**config.mk**
```make
export PLATFORM = sky130hd
export DESIGN_NAME = tube_p_responder_flat
export DESIGN_NICKNAME = d
export VERILOG_FILES = /design/src/rtl/tube_p_pkg.sv /design/src/rtl/tube_p_responder_if.sv /design/src/rtl/tube_p_responder_byte_fifo.sv /design/src/rtl/tube_p_responder.sv /design/src/flat_wrapper.sv
export SDC_FILE = /design/constraint.sdc
export NUM_CORES = 1
export LEC_CHECK = 0
export BUFFER_PORTS_ARGS = -buffer_cell sky130_fd_sc_hd__buf_2
export CAP_MARGIN = 0
export CORE_MARGIN = 10
export CORE_UTILIZATION = 50
export DETAILED_ROUTE_END_ITERATION = 10
export PLACE_DENSITY = 0.67
export SYNTH_ARGS = -nofsm -noshare
export SYNTH_HDL_FRONTEND = slang
export SYNTH_SLANG_ARGS = --single-unit
```
**constraint.sdc**
```tcl
create_clock -name clk -period 3.2 [get_ports clk]
set_input_delay 0.32 -clock clk [delete_from_list [all_inputs] [get_ports clk]]
set_output_delay 0.32 -clock clk [all_outputs]
set_load 0.01 [all_outputs]
```
**src/rtl/tube_p_pkg.sv**
```systemverilog
// Shared definitions for the parasite-side tube responder.
// Holds channel indices, status-byte bit positions, the latched strobe
// payload and a helper that extracts the channel from a tube address.
package tube_p_pkg;

  localparam int unsigned NUM_CH = 4;

  // Tube register pair indices (R1..R4).
  localparam logic [1:0] CH_R1 = 2'd0;
  localparam logic [1:0] CH_R2 = 2'd1;
  localparam logic [1:0] CH_R3 = 2'd2;
  localparam logic [1:0] CH_R4 = 2'd3;

  // Status byte bit positions.
  localparam int unsigned ST_AVAIL = 7;
  localparam int unsigned ST_NFULL = 6;
  localparam int unsigned ST_OVF   = 5;

  // Address and write data captured while a strobe is active.
  typedef struct packed {
    logic [2:0] addr;
    logic [7:0] wdat;
  } strobe_lat_t;

  // Channel selected by a tube register address.
  function automatic logic [1:0] addr_chan(input logic [2:0] addr);
    return addr[2:1];
  endfunction

endpackage

```
**src/rtl/tube_p_responder_if.sv**
```systemverilog
// Bundle of the tube strobe bus and the host-side byte stream.
// master: tube initiator / host side (drives strobes, host push/pop)
// slave : tube_p_responder
interface tube_p_responder_if;

  // Tube strobe bus
  logic [2:0] p_addr;
  logic       p_cs_b;
  logic       p_rd_b;
  logic       p_wr_b;
  logic [7:0] p_dat_i;
  logic [7:0] p_dat_o;
  logic       p_dat_oe;
  logic       p_irq_b;
  logic       p_nmi_b;
  logic [1:0] irq_en;
  logic       nmi_en;

  // Host-side channel-indexed byte stream
  logic       h_wr_valid;
  logic [1:0] h_wr_chan;
  logic [7:0] h_wr_data;
  logic       h_wr_ready;
  logic [1:0] h_rd_chan;
  logic       h_rd_valid;
  logic [7:0] h_rd_data;
  logic       h_rd_pop;

  modport master (
    output p_addr, p_cs_b, p_rd_b, p_wr_b, p_dat_i, irq_en, nmi_en,
    output h_wr_valid, h_wr_chan, h_wr_data, h_rd_chan, h_rd_pop,
    input  p_dat_o, p_dat_oe, p_irq_b, p_nmi_b,
    input  h_wr_ready, h_rd_valid, h_rd_data
  );

  modport slave (
    input  p_addr, p_cs_b, p_rd_b, p_wr_b, p_dat_i, irq_en, nmi_en,
    input  h_wr_valid, h_wr_chan, h_wr_data, h_rd_chan, h_rd_pop,
    output p_dat_o, p_dat_oe, p_irq_b, p_nmi_b,
    output h_wr_ready, h_rd_valid, h_rd_data
  );

endinterface

```
**src/rtl/tube_p_responder_byte_fifo.sv**
```systemverilog
// Byte FIFO used for every H2P and P2H register pair queue.
// Ports: clk, rst (sync, active-high); push/din write when not full;
//        pop advances head when not empty; head/empty/full/count status.
// Push and pop in the same cycle both apply; count is unchanged.
module byte_fifo #(
  parameter int unsigned DEPTH = 4
) (
  input  logic                       clk,
  input  logic                       rst,
  input  logic                       push,
  input  logic [7:0]                 din,
  input  logic                       pop,
  output logic [7:0]                 head,
  output logic                       empty,
  output logic                       full,
  output logic [$clog2(DEPTH):0]     count
);

  localparam int unsigned AW = $clog2(DEPTH);
  localparam logic [AW:0] FULL_CNT = (AW+1)'(DEPTH);

  logic [7:0]    mem [DEPTH];
  logic [AW-1:0] wr_ptr;
  logic [AW-1:0] rd_ptr;
  logic [AW:0]   cnt;
  logic          do_push;
  logic          do_pop;

  assign empty   = (cnt == '0);
  assign full    = (cnt == FULL_CNT);
  assign count   = cnt;
  assign head    = mem[rd_ptr];
  assign do_push = push & ~full;
  assign do_pop  = pop & ~empty;

  // Storage has no reset; head is only meaningful when not empty.
  always_ff @(posedge clk) begin
    if (do_push) mem[wr_ptr] <= din;
  end

  // Pointers wrap naturally since DEPTH is a power of two.
  always_ff @(posedge clk) begin
    if (rst) begin
      wr_ptr <= '0;
      rd_ptr <= '0;
      cnt    <= '0;
    end else begin
      if (do_push) wr_ptr <= wr_ptr + AW'(1);
      if (do_pop)  rd_ptr <= rd_ptr + AW'(1);
      case ({do_push, do_pop})
        2'b10:   cnt <= cnt + (AW+1)'(1);
        2'b01:   cnt <= cnt - (AW+1)'(1);
        default: cnt <= cnt;
      endcase
    end
  end

endmodule

```
**src/rtl/tube_p_responder.sv**
```systemverilog
// Parasite-side responder for the 8-bit tube strobe bus.
// Four register pairs, each with an H2P and a P2H byte FIFO. The parasite
// reads H2P/writes P2H over the strobe bus; the host pushes H2P and pops P2H.
// Ports: clk, rst (sync, active-high), bus (tube_p_responder_if.slave):
//   p_addr/p_cs_b/p_rd_b/p_wr_b/p_dat_i -> strobe bus in
//   p_dat_o/p_dat_oe                   -> combinational read data / enable
//   p_irq_b/p_nmi_b                    -> registered interrupts
//   irq_en/nmi_en                      -> interrupt source enables
//   h_wr_*/h_rd_*                      -> host byte stream
module tube_p_responder
  import tube_p_pkg::*;
#(
  parameter int unsigned DEPTH = 4
) (
  input logic              clk,
  input logic              rst,
  tube_p_responder_if.slave bus
);

  localparam int unsigned AW = $clog2(DEPTH);
  localparam logic [AW:0] FULL_CNT = (AW+1)'(DEPTH);

  // Strobe tracking
  logic        rd_act;
  logic        wr_act;
  logic        rd_q;
  logic        wr_q;
  logic        rd_blk;
  logic        wr_blk;
  logic        rd_end;
  logic        wr_end;
  strobe_lat_t lat_q;
  logic [1:0]  lat_ch;
  logic        lat_odd;

  // FIFO status
  logic [NUM_CH-1:0] h2p_push, h2p_pop, h2p_empty, h2p_full;
  logic [NUM_CH-1:0] p2h_push, p2h_pop, p2h_empty, p2h_full;
  logic [7:0]        h2p_head  [NUM_CH];
  logic [7:0]        p2h_head  [NUM_CH];
  logic [AW:0]       h2p_count [NUM_CH];
  logic [AW:0]       p2h_count [NUM_CH];

  logic [NUM_CH-1:0] ovf;
  logic              irq_q;
  logic              nmi_q;
  logic [7:0]        rd_mux;
  logic [1:0]        bus_ch;

  assign rd_act  = ~bus.p_cs_b & ~bus.p_rd_b;
  assign wr_act  = ~bus.p_cs_b & ~bus.p_wr_b;
  assign rd_end  = rd_q & ~rd_act;
  assign wr_end  = wr_q & ~wr_act;
  assign lat_ch  = addr_chan(lat_q.addr);
  assign lat_odd = lat_q.addr[0];
  assign bus_ch  = addr_chan(bus.p_addr);

  // A strobe already active when reset releases stays blocked until it
  // drops, so only strobes that start after reset can raise an end event.
  always_ff @(posedge clk) begin
    if (rst) begin
      rd_q   <= 1'b0;
      wr_q   <= 1'b0;
      rd_blk <= 1'b1;
      wr_blk <= 1'b1;
      lat_q  <= '0;
    end else begin
      rd_q   <= rd_act & ~rd_blk;
      wr_q   <= wr_act & ~wr_blk;
      rd_blk <= rd_blk & rd_act;
      wr_blk <= wr_blk & wr_act;
      if (rd_act | wr_act) lat_q.addr <= bus.p_addr;
      if (wr_act)          lat_q.wdat <= bus.p_dat_i;
    end
  end

  // FIFO push/pop decode for both sides.
  always_comb begin
    h2p_push = '0;
    h2p_pop  = '0;
    p2h_push = '0;
    p2h_pop  = '0;
    h2p_push[bus.h_wr_chan] = bus.h_wr_valid & ~h2p_full[bus.h_wr_chan];
    h2p_pop[lat_ch]         = rd_end & lat_odd & ~h2p_empty[lat_ch];
    p2h_push[lat_ch]        = wr_end & lat_odd & ~p2h_full[lat_ch];
    p2h_pop[bus.h_rd_chan]  = bus.h_rd_pop & ~p2h_empty[bus.h_rd_chan];
  end

  for (genvar g = 0; g < NUM_CH; g++) begin : g_ch
    byte_fifo #(.DEPTH(DEPTH)) u_h2p (
      .clk   (clk),
      .rst   (rst),
      .push  (h2p_push[g]),
      .din   (bus.h_wr_data),
      .pop   (h2p_pop[g]),
      .head  (h2p_head[g]),
      .empty (h2p_empty[g]),
      .full  (h2p_full[g]),
      .count (h2p_count[g])
    );

    byte_fifo #(.DEPTH(DEPTH)) u_p2h (
      .clk   (clk),
      .rst   (rst),
      .push  (p2h_push[g]),
      .din   (lat_q.wdat),
      .pop   (p2h_pop[g]),
      .head  (p2h_head[g]),
      .empty (p2h_empty[g]),
      .full  (p2h_full[g]),
      .count (p2h_count[g])
    );
  end

  // Sticky overflow: set on a dropped P2H write, cleared by a status read.
  // A set in the same cycle as a clear on that channel wins.
  always_ff @(posedge clk) begin
    if (rst) begin
      ovf <= '0;
    end else begin
      if (rd_end & ~lat_odd)                     ovf[lat_ch] <= 1'b0;
      if (wr_end & lat_odd & p2h_full[lat_ch])   ovf[lat_ch] <= 1'b1;
    end
  end

  // Interrupts follow FIFO state one cycle later.
  always_ff @(posedge clk) begin
    if (rst) begin
      irq_q <= 1'b1;
      nmi_q <= 1'b1;
    end else begin
      irq_q <= ~((bus.irq_en[0] & ~h2p_empty[CH_R1]) |
                 (bus.irq_en[1] & ~h2p_empty[CH_R4]));
      nmi_q <= ~(bus.nmi_en & ~h2p_empty[CH_R3]);
    end
  end

  // Read data from the current address: status on even, H2P head on odd.
  always_comb begin
    rd_mux = '0;
    if (bus.p_addr[0]) begin
      rd_mux = h2p_empty[bus_ch] ? 8'h00 : h2p_head[bus_ch];
    end else begin
      rd_mux[ST_AVAIL] = ~h2p_empty[bus_ch];
      rd_mux[ST_NFULL] = (p2h_count[bus_ch] != FULL_CNT);
      rd_mux[ST_OVF]   = ovf[bus_ch];
    end
  end

  assign bus.p_dat_oe = rd_act;
  assign bus.p_dat_o  = rd_act ? rd_mux : 8'h00;
  assign bus.p_irq_b  = irq_q;
  assign bus.p_nmi_b  = nmi_q;

  // Host side: ready depends on count only, so a full FIFO is not ready
  // even if a parasite pop happens in the same cycle.
  assign bus.h_wr_ready = (h2p_count[bus.h_wr_chan] != FULL_CNT);
  assign bus.h_rd_valid = ~p2h_empty[bus.h_rd_chan];
  assign bus.h_rd_data  = p2h_empty[bus.h_rd_chan] ? 8'h00 : p2h_head[bus.h_rd_chan];

endmodule

```
**src/flat_wrapper.sv**
```systemverilog
// flat-port wrapper written by rule: the top's interface ports become plain ports
module tube_p_responder_flat import tube_p_pkg::*;
#(
  parameter int unsigned DEPTH = 4
)
  (clk, rst, bus_p_addr, bus_p_cs_b, bus_p_rd_b, bus_p_wr_b, bus_p_dat_i, bus_irq_en, bus_nmi_en, bus_h_wr_valid, bus_h_wr_chan, bus_h_wr_data, bus_h_rd_chan, bus_h_rd_pop, bus_p_dat_o, bus_p_dat_oe, bus_p_irq_b, bus_p_nmi_b, bus_h_wr_ready, bus_h_rd_valid, bus_h_rd_data);
  tube_p_responder_if bus_i ();
  input logic clk;
  input logic rst;
  input wire logic [$bits(bus_i.p_addr)-1:0] bus_p_addr;
  input wire logic [$bits(bus_i.p_cs_b)-1:0] bus_p_cs_b;
  input wire logic [$bits(bus_i.p_rd_b)-1:0] bus_p_rd_b;
  input wire logic [$bits(bus_i.p_wr_b)-1:0] bus_p_wr_b;
  input wire logic [$bits(bus_i.p_dat_i)-1:0] bus_p_dat_i;
  input wire logic [$bits(bus_i.irq_en)-1:0] bus_irq_en;
  input wire logic [$bits(bus_i.nmi_en)-1:0] bus_nmi_en;
  input wire logic [$bits(bus_i.h_wr_valid)-1:0] bus_h_wr_valid;
  input wire logic [$bits(bus_i.h_wr_chan)-1:0] bus_h_wr_chan;
  input wire logic [$bits(bus_i.h_wr_data)-1:0] bus_h_wr_data;
  input wire logic [$bits(bus_i.h_rd_chan)-1:0] bus_h_rd_chan;
  input wire logic [$bits(bus_i.h_rd_pop)-1:0] bus_h_rd_pop;
  output wire logic [$bits(bus_i.p_dat_o)-1:0] bus_p_dat_o;
  output wire logic [$bits(bus_i.p_dat_oe)-1:0] bus_p_dat_oe;
  output wire logic [$bits(bus_i.p_irq_b)-1:0] bus_p_irq_b;
  output wire logic [$bits(bus_i.p_nmi_b)-1:0] bus_p_nmi_b;
  output wire logic [$bits(bus_i.h_wr_ready)-1:0] bus_h_wr_ready;
  output wire logic [$bits(bus_i.h_rd_valid)-1:0] bus_h_rd_valid;
  output wire logic [$bits(bus_i.h_rd_data)-1:0] bus_h_rd_data;
  assign bus_i.p_addr = bus_p_addr;
  assign bus_i.p_cs_b = bus_p_cs_b;
  assign bus_i.p_rd_b = bus_p_rd_b;
  assign bus_i.p_wr_b = bus_p_wr_b;
  assign bus_i.p_dat_i = bus_p_dat_i;
  assign bus_i.irq_en = bus_irq_en;
  assign bus_i.nmi_en = bus_nmi_en;
  assign bus_i.h_wr_valid = bus_h_wr_valid;
  assign bus_i.h_wr_chan = bus_h_wr_chan;
  assign bus_i.h_wr_data = bus_h_wr_data;
  assign bus_i.h_rd_chan = bus_h_rd_chan;
  assign bus_i.h_rd_pop = bus_h_rd_pop;
  assign bus_p_dat_o = bus_i.p_dat_o;
  assign bus_p_dat_oe = bus_i.p_dat_oe;
  assign bus_p_irq_b = bus_i.p_irq_b;
  assign bus_p_nmi_b = bus_i.p_nmi_b;
  assign bus_h_wr_ready = bus_i.h_wr_ready;
  assign bus_h_rd_valid = bus_i.h_rd_valid;
  assign bus_h_rd_data = bus_i.h_rd_data;
  tube_p_responder #(.DEPTH(DEPTH)) u_core (.clk(clk), .rst(rst), .bus(bus_i));
endmodule
```
==> results of run 1 <==
## state kept, by name (all words and copies together), names as in the netlist, 2 cells and up, named ones only
signal	flops
u_core.g_ch.u_h2p.mem	128
u_core.g_ch.u_p2h.mem	128
u_core.g_ch.u_h2p.count	12
u_core.g_ch.u_p2h.count	12
u_core.g_ch.u_h2p.rd_ptr	8
u_core.g_ch.u_h2p.wr_ptr	8
u_core.g_ch.u_p2h.rd_ptr	8
u_core.g_ch.u_p2h.wr_ptr	8
u_core.lat_q	8
u_core.lat_ch	2
## stage by stage
stage	utilization	std cells	total power [mW]
after floorplan	-	899	5.15
after global placement	0.528	1304	5.26
after detailed placement	0.528	1304	5.27
after CTS	0.571	1373	9.51
after global routing	0.571	1373	9.74
final	0.571	1373	9.43
## power by group through the flow
| stage | Clock, mW | Combinational [mW] | Sequential (mW) |
|---|---|---|---|
| 5_1_grt | 4.54 | 0.275 | 4.93 |
| 4_1_cts | 4.34 | 0.251 | 4.92 |
| 3_3_place_gp | 0 | 0.245 | 5.02 |
| 2_1_floorplan | 0 | 0.152 | 5.00 |
| 3_5_place_dp | 0 | 0.249 | 5.02 |
| 6_report | 4.26 | 0.248 | 4.92 |
## final timing paths
check	startpoint	end	slack, ps
setup / recovery	register	bus_p_dat_o[3]	200
hold / removal	bus_p_dat_i[3]	u_core.lat_q[3]$_SDFFE_PP0P_	40
setup reg to reg	u_core.g_ch[0].u_p2h.count[2]$_SDFFE_PP0P_	u_core.g_ch[0].u_p2h.count[2]$_SDFFE_PP0P_	690
hold reg to reg	u_core.wr_blk$_SDFF_PP1_	u_core.wr_q$_SDFF_PP0_	430
## layer usage
metal / global-route usage / share of wire
met4: 0.0427 / 0.018
met1: 0.203 / 0.43
met3: 0.0273 / 0.040
met2: 0.262 / 0.51
met5: 0 / 0.00029
## critical path: cells and delay by family, from the launching register on
kind / cells / cell delay (ps)
muxes: 2 / 1140
and+or+nand+nor: 1 / 150
DFF: 1 / 720
buffers and inverters: 1 / 140
## placed cells by master, fill, tap and decap left out, types with 26 or more instances in the layout
master	instances
and2_1	33
nor2_1	76
inv_1	53
edfxtp_1	256
dfxtp_1	93
mux4_2	48
ha_1	40
buf_2	53
nand2_1	26
a21oi_1	29
clkbuf_16	39
mux4_1	34
## final cells by class
type                    count  area [um^2]  area share
inverters                  53          199      0.0121
well taps                 384          480      0.0292
clock inverters            12          130     0.00792
clock buffers              57         1100      0.0672
flip-flops and latches    349         9550       0.581
multi-input cells         461         4660       0.284
repair buffers             57          308      0.0187
## kinds of logic after synthesis
logic type / share of synthesized area
flip-flops: 0.654
AND/OR/NAND/NOR: 0.0786
multiplexers: 0.145
buffers and inverters: 0.0272
AO/OA/AOI/OAI: 0.0263
adder cells (fa/ha/maj): 0.0452
XOR/XNOR: 0.0240
==> impl_results.md, run 1 <==
* Path class of the lowest-slack min-delay path: in2reg
* Clock tree from TritonCTS: done
* Result of the run: completed
* Clock input transition at the sequential cells of the worst setup and hold paths at approximately 60 ps
* CTS Hold Bufs at 0
* Max incr delay on CP at ~700 ps
* Part of the power in registers at 0.522
* Top-count cell post-synth: edfxtp_1
* Final Skew at between 15 and 20 ps
* Maximum buffer depth of the clock tree at 3
* Total CTS buffers at 38
* Number of antenna violations at the first check in global routing at 1
* Share of layout cells above drive strength 1 at 0.175
* Sequential area share after synthesis at 0.654
* Post-DR vias/cell at 5.43
* Tcrit/Tclk final at 0.938
* Critical Path, Cell by Cell: mux4_1 > mux4_2 > nor2b_1 > buf_2
* Crit-path max FO at 8
* Global-route wire length before repair at roughly 44 mm
* Summed negative setup slack over all endpoints at 0 ps
* RSZ-0062 raised after global routing: no
* Number of flip-flops and latches in the synthesized netlist at between 300 and 400
* Mean Syn Cell Area at between 15 and 20 um^2
* Port-buffer cells at 53
* Cell types with the highest counts after synthesis: edfxtp_1 (256), dfxtp_1 (93), nor2_1 (76)
* Setup crit start kind: register
* Net total in the final layout at between 1000 and 1500
* Max-cap violations at 0
* Clock network fraction of total power at 0.452
* Worst Setup End Kind: primary output
* Count of nets left with antenna violations after detail routing at 0
* Synthesized area at 14600 um^2
* Die height at between 150 and 200 um
* Peak supply drop at between 400 and 500 uV
* Total power per unit cell area at between 500 and 600 nW/um^2
* Net Switching at 1.90 mW
* Site row count at 62
* H-tree lvl count at 2
* Post-CTS setup buffer count at 0
* Global Route Usage Sum at 0.155
* Number of filler instances in the final layout at ~2200
* Slew Limit Fails at 0
* CP arrival at about 2700 ps
* Vias in the first global route at ~7700
* Final wirelength at 27.8 mm
* Count of warnings emitted by yosys at 0
* Post-synth EDFFs at roughly 260
* Detailed Route Iter0 Violations at 400
* Number of clock sinks at between 300 and 400
* Number of antenna repair diodes at 0
* Worst endpoint required time at between 2000 and 3000 ps
* Crit path kind: reg2out
* Top-Level Pins at 54
* Average routed wire per standard cell at about 20 um
* Area overhead of the layout relative to synthesis at 12.5%
* Starting density of the core at 0.508
* Fraction of registers with async set or reset after synthesis at 0
* Worst-skew pair later-pin latency at 520 ps
* Slew Limit Headroom at 0.498
* Placed wire-length estimate at ~19 mm
* Fraction of power spent switching nets at 0.201
* Largest net degree at the start of global routing at 54
* P_int at approximately 7.5 mW
* Fin. Hold Viols at 0
* Dpl ws at a little under 700 ps
* Combinational share of power at 0.026
* Post-detailed-route DRC marker count at 0
* Cell count after synthesis at 899
* Final setup slack of the worst path at 197 ps
* Number of gates resized after CTS at 0
* Routed via count at around 7500
* Number of cells traversed by the worst hold path at 3
* Pre-Repair DR Iteration Count at 4
* P_leak at about 5.6 nW
* Final setup violation count at 0
* Hold slack at 36.6 ps
* Logic depth of the worst register-to-register path at 9
* Overflow left after global routing at 0
* Clk Tree Root Cell: clkbuf_16
* Most area-consuming cells after synthesis: edfxtp_1 (53%), dfxtp_1 (13%), mux4_2 (7.4%), mux4_1 (6.1%), ha_1 (3.4%)
* Width of the die at roughly 190 um
* Placer congestion estimate at approximately 0.82
* Cell taking the most area after synthesis: edfxtp_1
* Top-area cell type share of the netlist area at 0.526
* Instance area at placement at between 15000 and 20000 um^2
* Die Area at 36500 um^2
* Library cell contributing the largest single delay on the critical path: dfxtp_1
* Most used flip-flop cell after synthesis: edfxtp_1
* Count of cell types in the netlist at 53
* Syn Nets at roughly 1000
* Final non-filler cell area at roughly 16000 um^2
* Final critical delay including setup and external delays at about 3000 ps
* Worst slew pin tran at 750 ps
* Peak clock frequency supported by timing at around 330 MHz
* Area of the core at ~29000 um^2
(Power assumes the default switching activity.)
==> run 2: changes to the inputs <==
--- a/config.mk
+++ b/config.mk
@@ -7,10 +7,12 @@
 export LEC_CHECK = 0
 export BUFFER_PORTS_ARGS = -buffer_cell sky130_fd_sc_hd__buf_2
 export CAP_MARGIN = 0
+export CORE_ASPECT_RATIO = 1.1
 export CORE_MARGIN = 10
 export CORE_UTILIZATION = 50
 export DETAILED_ROUTE_END_ITERATION = 10
 export PLACE_DENSITY = 0.67
+export REMOVE_ABC_BUFFERS = 1
 export SYNTH_ARGS = -nofsm -noshare
 export SYNTH_HDL_FRONTEND = slang
 export SYNTH_SLANG_ARGS = --single-unit
==> run 2 against run 1 <==
  * Via count decreased by 0.12%
  * Clock skew decreased by 9.5 ps
  * Register-to-register slack worse by 30 ps
  * Worst hold slack lost 14 ps
  * Critical path depth unchanged
  * Largest cell class unchanged
  * Total power rose by 1.4%
  * Largest power group unchanged
  * Fmax is 2.6% higher
  * Final cell count is 1.3% lower
  * Combinational power shrank 2%
==> impl_results.md, run 2 (synthesis gave the netlist of run 1 again) <==
* Result of the run: completed
* End of the critical path: bus_h_rd_data[7]
* P_leak at 5.57 nW (+0.24%)
* Final wirelength at 28.6 mm (+2.8%)
* Worst Setup End Kind: primary output
* Largest net degree at the start of global routing at 33 (-39%)
* Net total in the final layout at 1042 (+0.096%)
* Reg2reg start: u_core.lat_ch[0]$_SDFFE_PP0P_
* Clock tree from TritonCTS: done
* Worst endpoint required time at 2880 ps (about the same)
* Worst-skew pair later-pin latency at 510 ps (about the same)
* Number of antenna repair diodes at 0 (unchanged)
* Post-CTS setup buffer count at 0 (unchanged)
* Average routed wire per standard cell at 21.1 um (+4.2%)
* Number of antenna violations at the first check in global routing at 0 (-1)
* Fin. Hold Viols at 0 (unchanged)
* Die height at 199 um (+4.4%)
* Detailed Route Iter0 Violations at 555 (+39%)
* Peak clock frequency supported by timing at 342 MHz (+2.6%)
* Number of filler instances in the final layout at 2240 (-0.089%)
* Crit path kind: reg2out
* Slew Limit Fails at 0 (unchanged)
* Clk Tree Root Cell: clkbuf_16
* Die Area at 36500 um^2 (about the same)
* Global-route wire length before repair at 44.7 mm (+1.5%)
* Vias in the first global route at 7709 (+0.36%)
* Port-buffer cells at 53 (unchanged)
* Number of clock sinks at 349 (unchanged)
* Final critical delay including setup and external delays at 2930 ps (-77.2 ps)
* Placer congestion estimate at 0.767 (-6.1%)
* Top-Level Pins at 54 (unchanged)
* Most common cell after layout, fill and taps aside: edfxtp_1
* Total power per unit cell area at 582 nW/um^2 (+1.4%)
* Routed via count at 7452 (-0.12%)
* Setup crit start kind: register
* Summed negative setup slack over all endpoints at 0 ps (unchanged)
* Site row count at 65 (+4.8%)
* CTS Hold Bufs at 0 (unchanged)
* Overflow left after global routing at 0 (unchanged)
* RSZ-0062 raised after global routing: no
* Tcrit/Tclk final at 0.914 (-0.0241)
* Worst slew pin tran at 810 ps (+60.3 ps)
* Final setup violation count at 0 (unchanged)
* Critical Path, Cell by Cell: mux4_1 > mux4_2 > nor2b_1 > buf_2
* Post-DR vias/cell at 5.50 (+1.2%)
* Area overhead of the layout relative to synthesis at 12.5% (about the same)
* Width of the die at 183 um (-4.2%)
* Peak supply drop at 542 uV (+21%)
* Global Route Usage Sum at 0.159 (+0.00435)
* Post-detailed-route DRC marker count at 0 (unchanged)
* H-tree lvl count at 2 (unchanged)
* Library cell contributing the largest single delay on the critical path: mux4_1
* Capturing point of the worst reg2reg path: u_core.g_ch[3].u_h2p.count[2]$_SDFFE_PP0P_
* Fraction of the core area covered by cells at the end of the flow at 0.571 (about the same)
* Slew Limit Headroom at 0.458 (-0.0404)
* Placed wire-length estimate at 19.9 mm (+4.0%)
* Starting density of the core at 0.507 (about the same)
* Gate family responsible for the most delay along the worst path: multiplexers
* Maximum buffer depth of the clock tree at 3 (unchanged)
* Largest registers in the final layout: u_core.g_ch.u_h2p.mem: 128 flops, u_core.g_ch.u_p2h.mem: 128 flops
* CP Depth at 4 (unchanged)
* Max-cap violations at 0 (unchanged)
* Area of the core at 28800 um^2 (about the same)
* Final Skew at 10.3 ps (-9.47 ps)
* Path class of the lowest-slack min-delay path: in2reg
* Crit-path max FO at 8 (unchanged)
* Share of layout cells above drive strength 1 at 0.178 (+0.00339)
* Max incr delay on CP at 700 ps (-20 ps)
* Register-to-register setup slack at 660 ps (-30 ps)
* Clock input transition at the sequential cells of the worst setup and hold paths at 60 ps (about the same)
* Pre-Repair DR Iteration Count at 4 (unchanged)
* Count of nets left with antenna violations after detail routing at 0 (unchanged)
* Most frequent cells in the layout: edfxtp_1 (256), dfxtp_1 (93), nor2_1 (76), inv_1 (53), buf_2 (53)
* Worst path bufs/invs at 1 (unchanged)
* Total CTS buffers at 36 (-5.3%)
* CP arrival at 2610 ps (-70 ps)
* Number of gates resized after CTS at 0 (unchanged)
* Logic depth of the worst register-to-register path at 8 (-1)
==> run 2: cell types whose count changed in the layout (fill, tap and decap cells not counted) <==
cell        change
clkbuf_1        -6
bufinv_16       +5
clkbuf_8        -5
buf_4           +4
clkinv_2        +3
clkbuf_16       -2
buf_12          -1
clkinv_1        +1
clkinvlp_4      +1
inv_16          -1
inv_6           -1
==> run 2: metal layers <==
metal / global-route usage / vias to the layer above / wire [um]
li1: - / 3502 / -
met1: 0.193 / 3747 / 11800
met2: 0.283 / 154 / 15000
met3: 0.0303 / 49 / 1340
met4: 0.0492 / 0 / 524
met5: 0 / - / 0
==> run 2: report_power, final <==
group,internal [mW],switching (mW)
combinational,0.0923,0.152
sequential,4.88,0.0446
clock,2.71,1.69
total,7.68,1.89
==> run 2: worst min-delay path by stage <==
stage / slack (ps) / end / from / cells past startpoint
finish: 20 / u_core.bus.p_nmi_b$_SDFF_PP1_ / bus_nmi_en / 2
global route: 10 / u_core.bus.p_nmi_b$_SDFF_PP1_ / bus_nmi_en / 2
CTS: 2 / u_core.bus.p_nmi_b$_SDFF_PP1_ / bus_nmi_en / 2
detailed placement: 410 / u_core.rd_q$_SDFF_PP0_ / u_core.rd_blk$_SDFF_PP1_ / 1
global placement: 410 / u_core.rd_q$_SDFF_PP0_ / u_core.rd_blk$_SDFF_PP1_ / 1
floorplan: 390 / register / rst / 1
==> run 2: worst reg2reg max path: stages (launching register included) <==
cell	delay (ps)
dfxtp_1	570
nand2_1	210
nor3_1	380
ha_1	270
inv_1	60
fa_1	380
xor2_1	160
or3_1	300
a21oi_1	130
==> run 2: area by class of cell <==
cell class | instances | area (um^2) | area share
clock buffers | 44 | 962 | 0.0586
inverters | 53 | 199 | 0.0121
clock inverters | 20 | 278 | 0.0169
well taps | 368 | 460 | 0.0280
multi-input cells | 461 | 4660 | 0.284
repair buffers | 60 | 318 | 0.0193
flip-flops and latches | 349 | 9550 | 0.581
==> run 2: metrics by stage <==
step                      area [um^2]  setup WS [ps]  hold WS, ps  total power, mW  cells
final                           16400            274         22.8             9.56   1355
after global routing            16400            142         12.9             9.85   1355
after CTS                       16400            220         2.47             9.64   1355
after detailed placement        15200            706          414             5.27   1291
after global placement          15200            729          412             5.26   1291
after floorplan                 14400            866          389             5.13    863
